**src/rtl/dsp_addsub_simd_pipe.sv**
```systemverilog
// Packed SIMD add/subtract over a 48-bit word with optional lane saturation.
// Pipelined, ce-qualified, with per-lane overflow and sticky overflow flags.
module dsp_addsub_simd_pipe #(
    parameter int LANES    = 4,
    parameter int LATENCY  = 2,
    parameter int SATURATE = 0
) (
    input  logic             clk,
    input  logic             rst,
    input  logic             ce,
    input  logic             in_valid,
    input  logic             op,
    input  logic [47:0]      a,
    input  logic [47:0]      b,
    input  logic             clr_sticky,
    output logic             out_valid,
    output logic [47:0]      ap_return,
    output logic [LANES-1:0] ovf,
    output logic [LANES-1:0] ovf_sticky
);

    localparam int LANE_W = 48 / LANES;

    logic [LANES-1:0][LANE_W:0] exact;
    logic [47:0]                res_d;
    logic [LANES-1:0]           lane_ovf_d;

    logic [LATENCY-1:0]             vld_q, vld_d;
    logic [LATENCY-1:0][47:0]       dat_q, dat_d;
    logic [LATENCY-1:0][LANES-1:0]  flg_q, flg_d;
    logic [LANES-1:0]               sticky_q, sticky_d;

    // Iterate by bit position: lane 0 sits in the MSBs, and the flag
    // vectors are packed the same way, so position p serves lane LANES-1-p.
    always_comb begin
        exact      = '0;
        res_d      = '0;
        lane_ovf_d = '0;
        for (int p = 0; p < LANES; p++) begin
            if (op) begin
                exact[p] = {a[p*LANE_W+LANE_W-1], a[p*LANE_W +: LANE_W]}
                         - {b[p*LANE_W+LANE_W-1], b[p*LANE_W +: LANE_W]};
            end else begin
                exact[p] = {a[p*LANE_W+LANE_W-1], a[p*LANE_W +: LANE_W]}
                         + {b[p*LANE_W+LANE_W-1], b[p*LANE_W +: LANE_W]};
            end
            lane_ovf_d[p] = exact[p][LANE_W] ^ exact[p][LANE_W-1];
            if ((SATURATE != 0) && lane_ovf_d[p]) begin
                if (exact[p][LANE_W]) begin
                    res_d[p*LANE_W +: LANE_W] = {1'b1, {(LANE_W-1){1'b0}}};
                end else begin
                    res_d[p*LANE_W +: LANE_W] = {1'b0, {(LANE_W-1){1'b1}}};
                end
            end else begin
                res_d[p*LANE_W +: LANE_W] = exact[p][LANE_W-1:0];
            end
        end
    end

    always_comb begin
        vld_d    = vld_q;
        dat_d    = dat_q;
        flg_d    = flg_q;
        sticky_d = sticky_q;
        if (ce) begin
            vld_d[0] = in_valid;
            if (in_valid) begin
                dat_d[0] = res_d;
                flg_d[0] = lane_ovf_d;
            end
            for (int s = 1; s < LATENCY; s++) begin
                vld_d[s] = vld_q[s-1];
                if (vld_q[s-1]) begin
                    dat_d[s] = dat_q[s-1];
                    flg_d[s] = flg_q[s-1];
                end
            end
            // Setting from the presented result wins over a coincident clear.
            sticky_d = (clr_sticky ? '0 : sticky_q)
                     | (vld_q[LATENCY-1] ? flg_q[LATENCY-1] : '0);
        end
    end

    always_ff @(posedge clk) begin
        if (!rst) begin
            vld_q    <= '0;
            dat_q    <= '0;
            flg_q    <= '0;
            sticky_q <= '0;
        end else begin
            vld_q    <= vld_d;
            dat_q    <= dat_d;
            flg_q    <= flg_d;
            sticky_q <= sticky_d;
        end
    end

    assign out_valid  = vld_q[LATENCY-1];
    assign ap_return  = dat_q[LATENCY-1];
    assign ovf        = flg_q[LATENCY-1];
    assign ovf_sticky = sticky_q;

endmodule

```
**config.mk**
```make
export PLATFORM = sky130hd
export DESIGN_NAME = dsp_addsub_simd_pipe
export DESIGN_NICKNAME = d
export VERILOG_FILES = /design/src/rtl/dsp_addsub_simd_pipe.sv
export SDC_FILE = /design/constraint.sdc
export NUM_CORES = 1
export LEC_CHECK = 0
export ABC_AREA = 1
export ABC_CLOCK_PERIOD_IN_PS = 5800
export CORE_MARGIN = 3
export CORE_UTILIZATION = 57
export DETAILED_ROUTE_END_ITERATION = 16
export PLACE_DENSITY = 0.87
export SLEW_MARGIN = 15
export SYNTH_ARGS = -nofsm -noshare
export SYNTH_HDL_FRONTEND = slang
export SYNTH_SLANG_ARGS = --single-unit
```
**constraint.sdc**
```tcl
create_clock -name clk -period 5.8 [get_ports clk]
set_input_delay 0.58 -clock clk [delete_from_list [all_inputs] [get_ports clk]]
set_output_delay 0.58 -clock clk [all_outputs]
set_load 0.02 [all_outputs]
```
# Word level (Yosys, flattened, before mapping)
# Cells that the tools add are included.
[word_totals]
output_inout_bits = 57
memories = 0
input_bits = 102
reg_bits = 110
latch_bits = 0
mem_bits_rw = 0
rom_bits = 0
wordCells = 27
[op_classes]
mux = 6
n_mul = 0
n_reduce_logical = 2
n_bitwise = 5
n_addsub = 8
div_mod_pow = 0
n_eq_ne = 0
order_cmp = 0
n_shift = 0
[op_table]
columns = ["cell", "count"]
rows = [
  ["12-bit by 12-bit adder with 13-bit output", 4],
  ["13-bit 2-to-1 mux", 4],
  ["12-bit by 12-bit subtractor with 13-bit output", 4],
  ["4-bit 2-to-1 mux", 2],
  ["4-bit bitwise OR", 1],
  ["2-bit AND reduction", 2],
  ["1-bit XOR", 4],
]

# Longest topological paths before layout
# Gate-level depths: netlist of run 1.
[logic_depth]
ltp_word = 3
ltp_mapped = 22
depth_no_buf = 22

# Worst setup path after synthesis of run 1
# Ideal clock, no wire load.
[synth_path]
kind = "input-to-reg"
startpoint = "input port b[36]"
endpoint = "register dat_q[45] in the netlist's numbering"
setup_time_ns = 0.109
path_slack_ns = 3.173
path_buffers = 0
required_ns = 5.691
t_arrival_ns = 2.518
path_stages = 19
cell_sequence = "inv_1 ha_1 nand2_1 nor2_2 inv_1 o21ai_0 xor2_1 inv_1 ha_1 nand2_1 inv_1 nand2_1 nand2_1 o21bai_4 a21oi_1 xor2_1 nand2_1 nand2_1 inv_1"
[synth_between]
elab_chain_len = 2
word_cells_on_any_way = 3
cone_classes = "2 x add/sub; 1 x mux"
[synth_rtl]
columns = ["item", "line", "rtl"]
rows = [
  ["from (decl)", "14", "input logic [47:0] b,"],
  ["12-bit by 12-bit adder with 13-bit output / 12-bit by 12-bit subtractor with 13-bit output (equally long branches)", "45, 42", ""],
  ["13-bit 2-to-1 mux (*)", "40", "if (op) begin"],
  ["to (signal assigned)", "92", "dat_q <= dat_d;"],
  ["to (decl)", "29", "logic [LATENCY-1:0][47:0] dat_q, dat_d;"],
]
# Mark *: on every way between the ends. The rest lies on a longest branch, timed or not.
# A chain may end at the register's enable or synchronous reset.

# Worst setup path in the final report of run 1
[layout_path]
startpoint = "input port op"
endpoint = "register flg_q[0] in the netlist's numbering"
[layout_between]
elab_chain_len = 2
[layout_rtl]
columns = ["item", "line", "rtl"]
rows = [
  ["from (decl)", "12", "input logic op,"],
  ["13-bit 2-to-1 mux", "40", ""],
  ["1-bit XOR", "47", "lane_ovf_d[p] = exact[p][LANE_W] ^ exact[p][LANE_W-1];"],
  ["to (signal assigned)", "93", "flg_q <= flg_d;"],
  ["to (decl)", "30", "logic [LATENCY-1:0][LANES-1:0] flg_q, flg_d;"],
]
# Every way passes these cells.

==> impl_summary.txt, run 1 <==
----------------------------------------------------
[Clocking]
  Clock insertion delay at the later pin of the skew report ... 0.34 ns
  Post-cts gate resize count ... 0
  Clock buffer count from CTS ... 9
  Number of hold buffers added after CTS ... 0
  Root Driver ... clkbuf_16
  Deepest level of the CTS H-tree ... 3
  # clock sinks ... 110
  Post CTS Setup Buffer Count ... 0
  Clock edge transition at the registers on the reported setup and hold paths ... 0.06 ns
  Clock tree from TritonCTS ... yes
  Maximum number of buffers from clock root to sink ... 2

[Global routing]
  Pin count of the biggest net entering global routing ... 78
  Antenna violations before repair ... 0
  First-pass GRT wire length ... 30700 um
  Remaining Overflow, GRT ... 0
  GRT Total Usage ... 0.232
  Number of global-route vias before repair ... 6525

[Drt]
  1st-iter DRT viols ... 711
  Vias per cell ... 5.01
  Length of the first detailed-routing pass in iterations ... 5
  Remaining antenna violation count after routing ... 0
  Avg WL per Cell ... 12.4 um
  Total via count after detailed routing ... 7385
  Residual DRC ... 0
  Final wirelength ... 18300 um

[Synth]
  Unique cell type count in the Yosys netlist ... 35
  Most used DFF post-synth ... dfxtp_1
  Number of warnings reported in the yosys synthesis log ... 0
  Most frequently used cell type in the post-synthesis netlist ... nor2_1
  Cell area after synthesis ... 7990 um^2
  Ranking of synthesized cells by area ... dfxtp_1, nor2_1, nand2_1
  Number of synthesized register bits ... 110
  Mapped Nets ... 1370
  Area fraction of the dominant cell type after synthesis ... 0.276
  Share of synthesized area occupied by flip-flops and latches ... 0.276
  Number of synthesized flops with an enable pin ... 0
  Async set or reset register ratio after synthesis ... 0
  Post-Syn Instances ... 1212
  Top cells by count, synth ... nor2_1, nand2_1, inv_1
  Library cell occupying the most area in the post-synthesis netlist ... dfxtp_1
  Synth Area per Inst ... 6.59 um^2

[STA]
  Setup repair after global routing missed its margin ... false
  Fin. max-slew vios ... 0
  Number of endpoints with negative hold slack in the final report ... 0
  Final setup violation count ... 0
  TNS Setup ... 0 ns
  Worst setup skew after layout ... 0.00645 ns
  Fin worst setup slack ... 2.47 ns
  Minimum clock period ... 3.33 ns
  Fmax ... 300 MHz
  Transition time at the pin with the least slew margin ... 1.07 ns
  Final period util ... 0.575
  Slew margin rel. ... 0.289

[Place]
  Port Buf Inserts ... 158
  Placed wire-length estimate after detailed placement ... 14500 um
  Routability Congestion ... 0.922
  Worst-case setup slack after placement ... 2.13 ns

[Worst setup path]
  Largest stage delay on the critical path ... 0.53 ns
  Start-to-end type of the worst setup path ... in -> reg
  CP max-delay cell ... inv_1
  CP Data Arrival Time ... 3.58 ns
  Critical path, cell by cell ... clkdlybuf4s50_1, buf_4, inv_1, o21ai_0, nand2_1, xor2_1, inv_1, ha_1, nand2_1, nor2_1, nand3_1, nand3_1, nand2_1, nand2_1, inv_1, nand2_1, nand3_1, nand2_1, inv_1
  Peak fanout along the critical path ... 31
  Most Frequent Cell on Critical Path ... nand2_1
  Startpoint types ... input pin
  Crit. End Element ... register
  Data required time of the critical path ... 6.04 ns

[Floorplanning]
  Initial core utilization ... 0.594
  Width of the die ... 124 um
  Number of placement rows ... 42
  Core area ... 13500 um^2
  Chip Height ... 124 um
  Top-level I/O count ... 159
  Area enclosed by the die boundary ... 15500 um^2

[Run status]
  Outcome ... completed

[Power]
  Pleak ... 4.67 nW
  P per Cell Area ... 224 nW/um^2
  Worst IR Drop VDD ... 0.000122 V

[Layout]
  Area overhead of the layout relative to synthesis ... 18.8%
  Layout cells sized above 1 ... 0.0470
  Number of antenna cells inserted ... 0
  Net count, final ... 1452

[Worst hold path]
  Min-Delay Path Class ... reg -> reg

[Run]
  Total of max-cap violations ... 0

----------------------------------------------------
==> final timing paths <==
check,start,endpoint,slack [ns],cells past startpoint
worst max-delay path,op,flg_q[0],2.47,19
worst min-delay path,ovf_sticky[0],ovf_sticky[0],0.46,2
worst min register to register,ovf_sticky[0],ovf_sticky[0],0.46,2
worst max register to register,vld_q[0],ap_return[33],4.29,5
==> cell usage in the layout, fill, tap and decap left out, types with 10 or more instances in the layout <==
| cell type | count |
|---|---|
| nor2_1 | 226 |
| o21ai_1 | 11 |
| xor2_1 | 46 |
| a31oi_1 | 10 |
| dfxtp_1 | 110 |
| clkdlybuf4s50_1 | 157 |
| inv_2 | 15 |
| xnor2_1 | 22 |
| a21oi_2 | 10 |
| nand3_1 | 61 |
| o21ai_0 | 98 |
| ha_1 | 52 |
| a21oi_1 | 35 |
| inv_1 | 164 |
| nand2_1 | 195 |
==> state kept, by name, indices dropped and copies added (netlist names) <==
name,cells
ovf_sticky,4
dat_q,48
flg_q,4
vld_q,2
ovf,4
ap_return,48
==> power by group <==
group	leakage [nW]	total [mW]	internal, mW	switching (mW)
registers	0.901	0.826	0.802	0.0244
logic	3.64	0.740	0.311	0.429
clock network	0.133	0.561	0.312	0.249
total	4.67	2.13	1.43	0.702
==> routing by layer <==
layer,up-vias,part of all wire,GRT usage
li1,3915,-,-
met1,3234,0.52,0.363
met2,220,0.42,0.340
met3,16,0.054,0.0266
met4,0,0.011,0.0503
met5,-,0,0
==> layout make-up <==
cell class / instances / area (um^2)
inverters: 181 / 682
clock inverters: 1 / 5.00
fillers: 1195 / 3960
multi-input cells: 831 / 4520
flip-flops and latches: 110 / 2200
repair buffers: 161 / 1600
clock buffers: 14 / 264
well taps: 176 / 220
==> worst max-delay path: cells and delay by family <==
| family | cells | cell delay (ns) |
|---|---|---|
| fa+ha+maj | 1 | 0.35 |
| xor+xnor | 1 | 0.14 |
| compound gates | 1 | 0.28 |
| simple gates | 10 | 0.93 |
| buf+inv | 6 | 1.30 |
==> cell families (layout without fill, tap and decap cells) <==
kind of cell	after synthesis	in the layout	synth area share
AND/OR/NAND/NOR	517	517	0.264
buffers and inverters	271	357	0.159
AO/OA/AOI/OAI	190	190	0.135
flip-flops	110	110	0.276
XOR/XNOR	68	68	0.0746
adder cells (fa/ha/maj)	56	56	0.0915
==> stage by stage <==
stage          total power, mW  hold slack [ns]   util  instance area (um^2)  cells
3_5_place_dp              1.57            0.453  0.685                  9220   1459
4_1_cts                   2.13            0.463  0.705                  9490   1474
2_1_floorplan             1.36            0.438      -                  7990   1212
3_3_place_gp              1.56            0.449  0.685                  9220   1459
6_report                  2.13            0.462  0.705                  9490   1474
5_1_grt                   2.26            0.483  0.705                  9490   1474
Power figures use the tool's default switching activity.
==> run 2: changes to the inputs <==
Settings changed: ABC_CLOCK_PERIOD_IN_PS 5800 to 2700, CORE_UTILIZATION 57 to 48, PLACE_DENSITY 0.87 to 0.78.
Clock period 5.8 ns to 2.7 ns, I/O delays scaled along.
==> run 2 against run 1 <==
Net effect:
- critical path depth shrank 1
- wire length is 15% higher
- critical endpoint unchanged
- utilization shrank 1.9 points
- highest routed layer unchanged
- setup slack got worse by 2.3 ns
- non-clock buffer count rose by 122
- largest cell class unchanged
- largest power group is now combinational cells
- sequential share of layout area is 3.2 points lower
- sequential cell count stayed put
- die area grew 18%
==> impl_summary.txt, run 2 (same netlist as run 1, synthesis figures left out) <==
----------------------------------------------------
[Clocking]
  Clock insertion delay at the later pin of the skew report ... 0.34 ns (about the same)
  Clock tree from TritonCTS ... yes (unchanged)
  # clock sinks ... 110 (unchanged)
  Clock edge transition at the registers on the reported setup and hold paths ... 0.07 ns (was 0.06 ns)
  Maximum number of buffers from clock root to sink ... 2 (unchanged)
  Root Driver ... clkbuf_16 (unchanged)
  Deepest level of the CTS H-tree ... 3 (unchanged)
  Number of hold buffers added after CTS ... 0 (unchanged)
  Clock buffer count from CTS ... 9 (unchanged)

[Power]
  Overall power of the completed layout ... 5.16 mW (was 2.13 mW)
  Pleak ... 5.34 nW (was 4.67 nW)
  Worst IR Drop VDD ... 0.000330 V (was 0.000122 V)
  P per Cell Area ... 468 nW/um^2 (was 224 nW/um^2)

[Worst setup path]
  Critical path, cell by cell ... clkdlybuf4s50_1, inv_2, nand4_1, or2_1, inv_2, a31oi_2, xor2_1, inv_1, ha_4, a21o_1, a21oi_2, nand2_1, nor2_1, nand3_2, nand3_2, nand3_1, nand2_1, inv_1 (was clkdlybuf4s50_1, buf_4, inv_1, o21ai_0, nand2_1, xor2_1, inv_1, ha_1, nand2_1, nor2_1, nand3_1, nand3_1, nand2_1, nand2_1, inv_1, nand2_1, nand3_1, nand2_1, inv_1)
  Data required time of the critical path ... 2.95 ns (was 6.04 ns)
  Family of cells with the greatest summed delay on the critical path ... simple AND/OR/NAND/NOR gates (was buffers and inverters)
  Buf/Inv on CP ... 5 (was 6)
  Startpoint types ... input pin (unchanged)
  CP max-delay cell ... clkdlybuf4s50_1 (was inv_1)
  Largest stage delay on the critical path ... 0.41 ns (was 0.53 ns)
  Start-to-end type of the worst setup path ... in -> reg (unchanged)
  Peak fanout along the critical path ... 4 (was 31)
  CP Data Arrival Time ... 2.80 ns (was 3.58 ns)
  Crit. End Element ... register (unchanged)

[Drt]
  Vias per cell ... 4.86 (was 5.01)
  Final wirelength ... 21100 um (was 18300 um)
  Length of the first detailed-routing pass in iterations ... 5 (unchanged)
  Avg WL per Cell ... 12.9 um (was 12.4 um)
  Residual DRC ... 0 (unchanged)
  1st-iter DRT viols ... 590 (was 711)
  Remaining antenna violation count after routing ... 0 (unchanged)
  Total via count after detailed routing ... 7947 (was 7385)

[STA]
  Fin. max-slew vios ... 0 (unchanged)
  Minimum clock period ... 2.55 ns
  Setup repair after global routing missed its margin ... true (was false)
  Number of endpoints with negative hold slack in the final report ... 0 (unchanged)
  Final period util ... 0.946
  Fmax ... 392 MHz
  Fin worst setup slack ... 0.147 ns (was 2.47 ns)
  Slew margin rel. ... 0.279 (was 0.289)
  Worst setup skew after layout ... 0.00851 ns (was 0.00645 ns)
  Transition time at the pin with the least slew margin ... 1.07 ns (about the same)
  Minimum hold slack ... 0.436 ns (was 0.462 ns)
  Final setup violation count ... 0 (unchanged)

[Layout]
  Area overhead of the layout relative to synthesis ... 37.9% (was 18.8%)
  Most common cell after layout, fill and taps aside ... nor2_1 (unchanged)
  Layout cells sized above 1 ... 0.188 (was 0.0470)
  Finished Cell Area ... 11000 um^2 (was 9490 um^2)
  Net count, final ... 1574 (was 1452)
  Fill count ... 1350 (was 1195)
  Number of antenna cells inserted ... 0 (unchanged)
  Commonest non-fill, non-tap cells in the layout ... nor2_1, nand2_1, inv_1 (unchanged)

[Global routing]
  Pin count of the biggest net entering global routing ... 75 (was 78)
  Antenna violations before repair ... 0 (unchanged)
  Number of global-route vias before repair ... 7063 (was 6525)
  First-pass GRT wire length ... 33200 um (was 30700 um)
  GRT Total Usage ... 0.218 (was 0.232)
  Remaining Overflow, GRT ... 0 (unchanged)

[Floorplanning]
  Chip Height ... 135 um (was 124 um)
  Top-level I/O count ... 159 (unchanged)
  Area enclosed by the die boundary ... 18200 um^2 (was 15500 um^2)
  Number of placement rows ... 46 (was 42)
  Width of the die ... 135 um (was 124 um)
  Initial core utilization ... 0.497 (was 0.594)
  Core area ... 16100 um^2 (was 13500 um^2)

[Place]
  Worst-case setup slack after placement ... -0.295 ns (was 2.13 ns)
  Port Buf Inserts ... 158 (unchanged)
  Area after detailed placement ... 10200 um^2 (was 9220 um^2)
  Routability Congestion ... 0.881 (was 0.922)
  Placed wire-length estimate after detailed placement ... 15900 um (was 14500 um)

[Worst hold path]
  Min-Delay Path Class ... in -> reg (was reg -> reg)

[Run status]
  Outcome ... completed (unchanged)

[Run]
  Total of max-cap violations ... 0 (unchanged)

----------------------------------------------------
## run 2: worst reg2reg max path: cells and delay by family, from the launching register on
family / cells / cell delay, ns
buffers and inverters: 1 / 0.40
DFF: 1 / 0.31
AOI/OAI and AO/OA: 1 / 0.26
and+or+nand+nor: 2 / 0.22
## run 2: timing repair
action | in CTS | in global routing
buffers inserted | 0 | 1
endpoints found under the setup margin | 0 | 24
resized for setup | 0 | 106
## run 2: final timing paths
| kind | from | to | slack, ns | depth (start not counted) |
|---|---|---|---|---|
| min reg2reg | ovf_sticky[2] | ovf_sticky[2] | 0.47 | 2 |
| max reg2reg | vld_q[0] | ap_return[33] | 1.44 | 4 |
| min | b[36] | dat_q[36] | 0.44 | 4 |
| max | b[1] | flg_q[0] | 0.15 | 18 |
## run 2: metrics by stage
| step | instances | utilization | TNS [ns] |
|---|---|---|---|
| after global routing | 1636 | 0.686 | -0.228 |
| after CTS | 1635 | 0.654 | 0 |
| after detailed placement | 1620 | 0.635 | -5.36 |
| after global placement | 1620 | 0.635 | -3.20 |
| after floorplan | 1212 | - | 0 |
| final | 1636 | 0.686 | 0 |
## run 2: final cells by class
cell class                 count  area (um^2)  share of cell area
timing repair buffer         283         2560               0.232
tap                          216          270              0.0245
clock buffer                  11          243              0.0220
multi-input combinational    831         5010               0.454
sequential                   110         2200               0.200
inverter                     181          682              0.0619
clock inverter                 4         55.1             0.00500
## run 2: routing by layer
metal / global-route usage / routed length (um) / up-vias
met5: 0 / 0 / -
met2: 0.327 / 9230 / 250
met1: 0.330 / 10400 / 3512
met3: 0.0261 / 1110 / 26
li1: - / - / 4159
met4: 0.0577 / 374 / 0
## run 2: report_power, final
| part | internal (mW) | total (mW) | switching, mW |
|---|---|---|---|
| Clock | 0.744 | 1.31 | 0.562 |
| Combinational | 1.00 | 2.08 | 1.08 |
| Sequential | 1.72 | 1.77 | 0.0525 |
| Total | 3.47 | 5.16 | 1.69 |
==> run 3: changes to the inputs <==
Settings changed: CORE_UTILIZATION 48 to 59, DONT_BUFFER_PORTS set to 1, TNS_END_PERCENT set to 30.
==> run 3 against run 2 <==
Net effect:
- non-clock buffer count shrank 275
- sequential power grew 3%
- setup slack better by 0.22 ns
- via count decreased by 16%
- clock skew shrank 0.00082 ns
- wire length fell by 16%
- register-to-register slack lost 0.64 ns
- largest cell class unchanged
- highest routed layer unchanged
==> impl_summary.txt, run 3 (same netlist as run 1, synthesis figures left out) <==
----------------------------------------------------
[Power]
  P per Cell Area ... 550 nW/um^2 (was 468 nW/um^2)
  Pleak ... 4.11 nW (was 5.34 nW)
  Worst IR Drop VDD ... 0.000297 V (was 0.000330 V)

[STA]
  Final setup violation count ... 0 (unchanged)
  Number of endpoints with negative hold slack in the final report ... 0 (unchanged)
  TNS Setup ... 0 ns (unchanged)
  Setup repair after global routing missed its margin ... false (was true)
  Slew margin rel. ... 0.343 (was 0.279)
  Fmax ... 428 MHz (was 392 MHz)
  Fin. max-slew vios ... 0 (unchanged)
  Final period util ... 0.865 (was 0.946)
  Transition time at the pin with the least slew margin ... 0.979 ns (was 1.07 ns)
  Fin worst setup slack ... 0.363 ns (was 0.147 ns)
  Worst setup skew after layout ... 0.00769 ns (was 0.00851 ns)
  Minimum clock period ... 2.34 ns (was 2.55 ns)

[Drt]
  Total via count after detailed routing ... 6649 (was 7947)
  Remaining antenna violation count after routing ... 0 (unchanged)
  1st-iter DRT viols ... 624 (was 590)
  Residual DRC ... 0 (unchanged)
  Final wirelength ... 17800 um (was 21100 um)
  Vias per cell ... 5.04 (was 4.86)
  Length of the first detailed-routing pass in iterations ... 5 (unchanged)
  Avg WL per Cell ... 13.5 um (was 12.9 um)

[Global routing]
  Antenna violations before repair ... 0 (unchanged)
  GRT Total Usage ... 0.239 (was 0.218)
  First-pass GRT wire length ... 29100 um (was 33200 um)
  Pin count of the biggest net entering global routing ... 76 (was 75)
  Remaining Overflow, GRT ... 0 (unchanged)
  Number of global-route vias before repair ... 6002 (was 7063)

[Clocking]
  Clock insertion delay at the later pin of the skew report ... 0.34 ns (about the same)
  Clock tree from TritonCTS ... yes (unchanged)
  Root Driver ... clkbuf_16 (unchanged)
  Clock edge transition at the registers on the reported setup and hold paths ... 0.07 ns (about the same)
  # clock sinks ... 110 (unchanged)
  Clock buffer count from CTS ... 9 (unchanged)
  Number of hold buffers added after CTS ... 0 (unchanged)
  Deepest level of the CTS H-tree ... 3 (unchanged)
  Maximum number of buffers from clock root to sink ... 2 (unchanged)
  Post CTS Setup Buffer Count ... 0 (unchanged)
  Post-cts gate resize count ... 0 (unchanged)

[Worst hold path]
  Min-Delay Path Class ... in -> reg (unchanged)
  Worst Hold Path Cells ... 2 (was 4)

[Layout]
  Net count, final ... 1299 (was 1574)
  Finished Cell Area ... 7960 um^2 (was 11000 um^2)
  Area overhead of the layout relative to synthesis ... -0.282% (was 37.9%)
  Multi-input logic area ... 4520 um^2 (was 5010 um^2)
  Most common cell after layout, fill and taps aside ... nor2_1 (unchanged)
  Fill count ... 1260 (was 1350)
  Layout cells sized above 1 ... 0.0576 (was 0.188)
  Number of standard cells in the layout, taps in and fillers out ... 1318 (was 1636)
  Number of antenna cells inserted ... 0 (unchanged)
  Commonest non-fill, non-tap cells in the layout ... nor2_1, nand2_1, inv_1 (unchanged)
  Sequential cell area ... 2200 um^2 (unchanged)

[Worst setup path]
  Cell depth of the worst flop-to-flop path ... 5 (was 4)
  CP Data Arrival Time ... 2.58 ns (was 2.80 ns)
  Data required time of the critical path ... 2.94 ns (was 2.95 ns)
  Crit. End Element ... register (unchanged)
  Start-to-end type of the worst setup path ... in -> reg (unchanged)
  Peak fanout along the critical path ... 4 (unchanged)
  Startpoint types ... input pin (unchanged)

[Place]
  Port Buf Inserts ... 0 (was 158)
  Count of placed standard cells including taps ... 1302 (was 1620)
  Area after detailed placement ... 7680 um^2 (was 10200 um^2)
  Routability Congestion ... 0.899 (was 0.881)
  Placed wire-length estimate after detailed placement ... 14100 um (was 15900 um)
  Worst-case setup slack after placement ... 0.0515 ns (was -0.295 ns)

[Floorplanning]
  Width of the die ... 122 um (was 135 um)
  Chip Height ... 122 um (was 135 um)
  Area enclosed by the die boundary ... 15000 um^2 (was 18200 um^2)
  Number of placement rows ... 41 (was 46)
  Core area ... 12900 um^2 (was 16100 um^2)
  Top-level I/O count ... 159 (unchanged)
  Initial core utilization ... 0.618 (was 0.497)

[Run]
  Total of max-cap violations ... 0 (unchanged)

[Run status]
  Outcome ... completed (unchanged)

----------------------------------------------------
==> run 3: changes by cell type in the layout (fill, tap and decap cells not counted), moves of 9 or more <==
cell / change
inv_2: -9
ha_1: +23
nor2_1: +18
nor2_2: -14
o21ai_0: +9
inv_1: +9
nand2_2: -10
ha_4: -23
clkdlybuf4s50_1: -150
nand2_1: +10
buf_4: -115
==> run 3: area by class of cell <==
class,count,share of cell area
multi-input combinational,831,0.567
sequential,110,0.277
inverter,181,0.0856
clock buffer,14,0.0344
tap,172,0.0270
timing repair buffer,8,0.00754
clock inverter,2,0.00173
==> run 3: power by group <==
| part | total [mW] | leakage, nW | switching (mW) | internal (mW) |
|---|---|---|---|---|
| registers | 1.82 | 0.901 | 0.102 | 1.72 |
| clock network | 1.26 | 0.143 | 0.555 | 0.704 |
| logic | 1.30 | 3.07 | 0.799 | 0.497 |
==> run 3: worst max-delay path, stage by stage <==
cell	delay [ns]
inv_1	0.07
ha_1	0.18
nand2_1	0.08
nor2_1	0.16
nor2_1	0.09
a21oi_1	0.15
xor2_1	0.20
inv_1	0.07
ha_1	0.35
nand2_1	0.09
nor2_1	0.21
nand3_1	0.13
inv_1	0.07
nor2_1	0.04
nand3_1	0.11
nand2_1	0.07
nand2_1	0.05
nand3_1	0.07
nand2_1	0.09
inv_1	0.03
==> run 3: metrics by stage <==
stage	util	hold slack (ns)	power, mW
4_1_cts	0.616	0.0536	4.39
3_3_place_gp	0.594	0.418	3.12
6_report	0.616	0.0703	4.38
3_5_place_dp	0.594	0.419	3.14
2_1_floorplan	-	0.438	2.93
5_1_grt	0.616	0.0605	4.66
==> run 3: worst paths after layout <==
kind	startpoint	end	slack (ns)
worst max register to register	vld_q[0]	ap_return[4]	0.80
worst max-delay path	b[12]	flg_q[1]	0.36
worst min-delay path	rst	ap_return[42]	0.07
worst min register to register	vld_q[0]	vld_q[0]	0.47
==> run 3: routing by layer <==
metal	routed length (um)	GRT usage
met5	0	0
met2	6780	0.317
met3	1430	0.0581
met1	9430	0.383
met4	184	0.0504
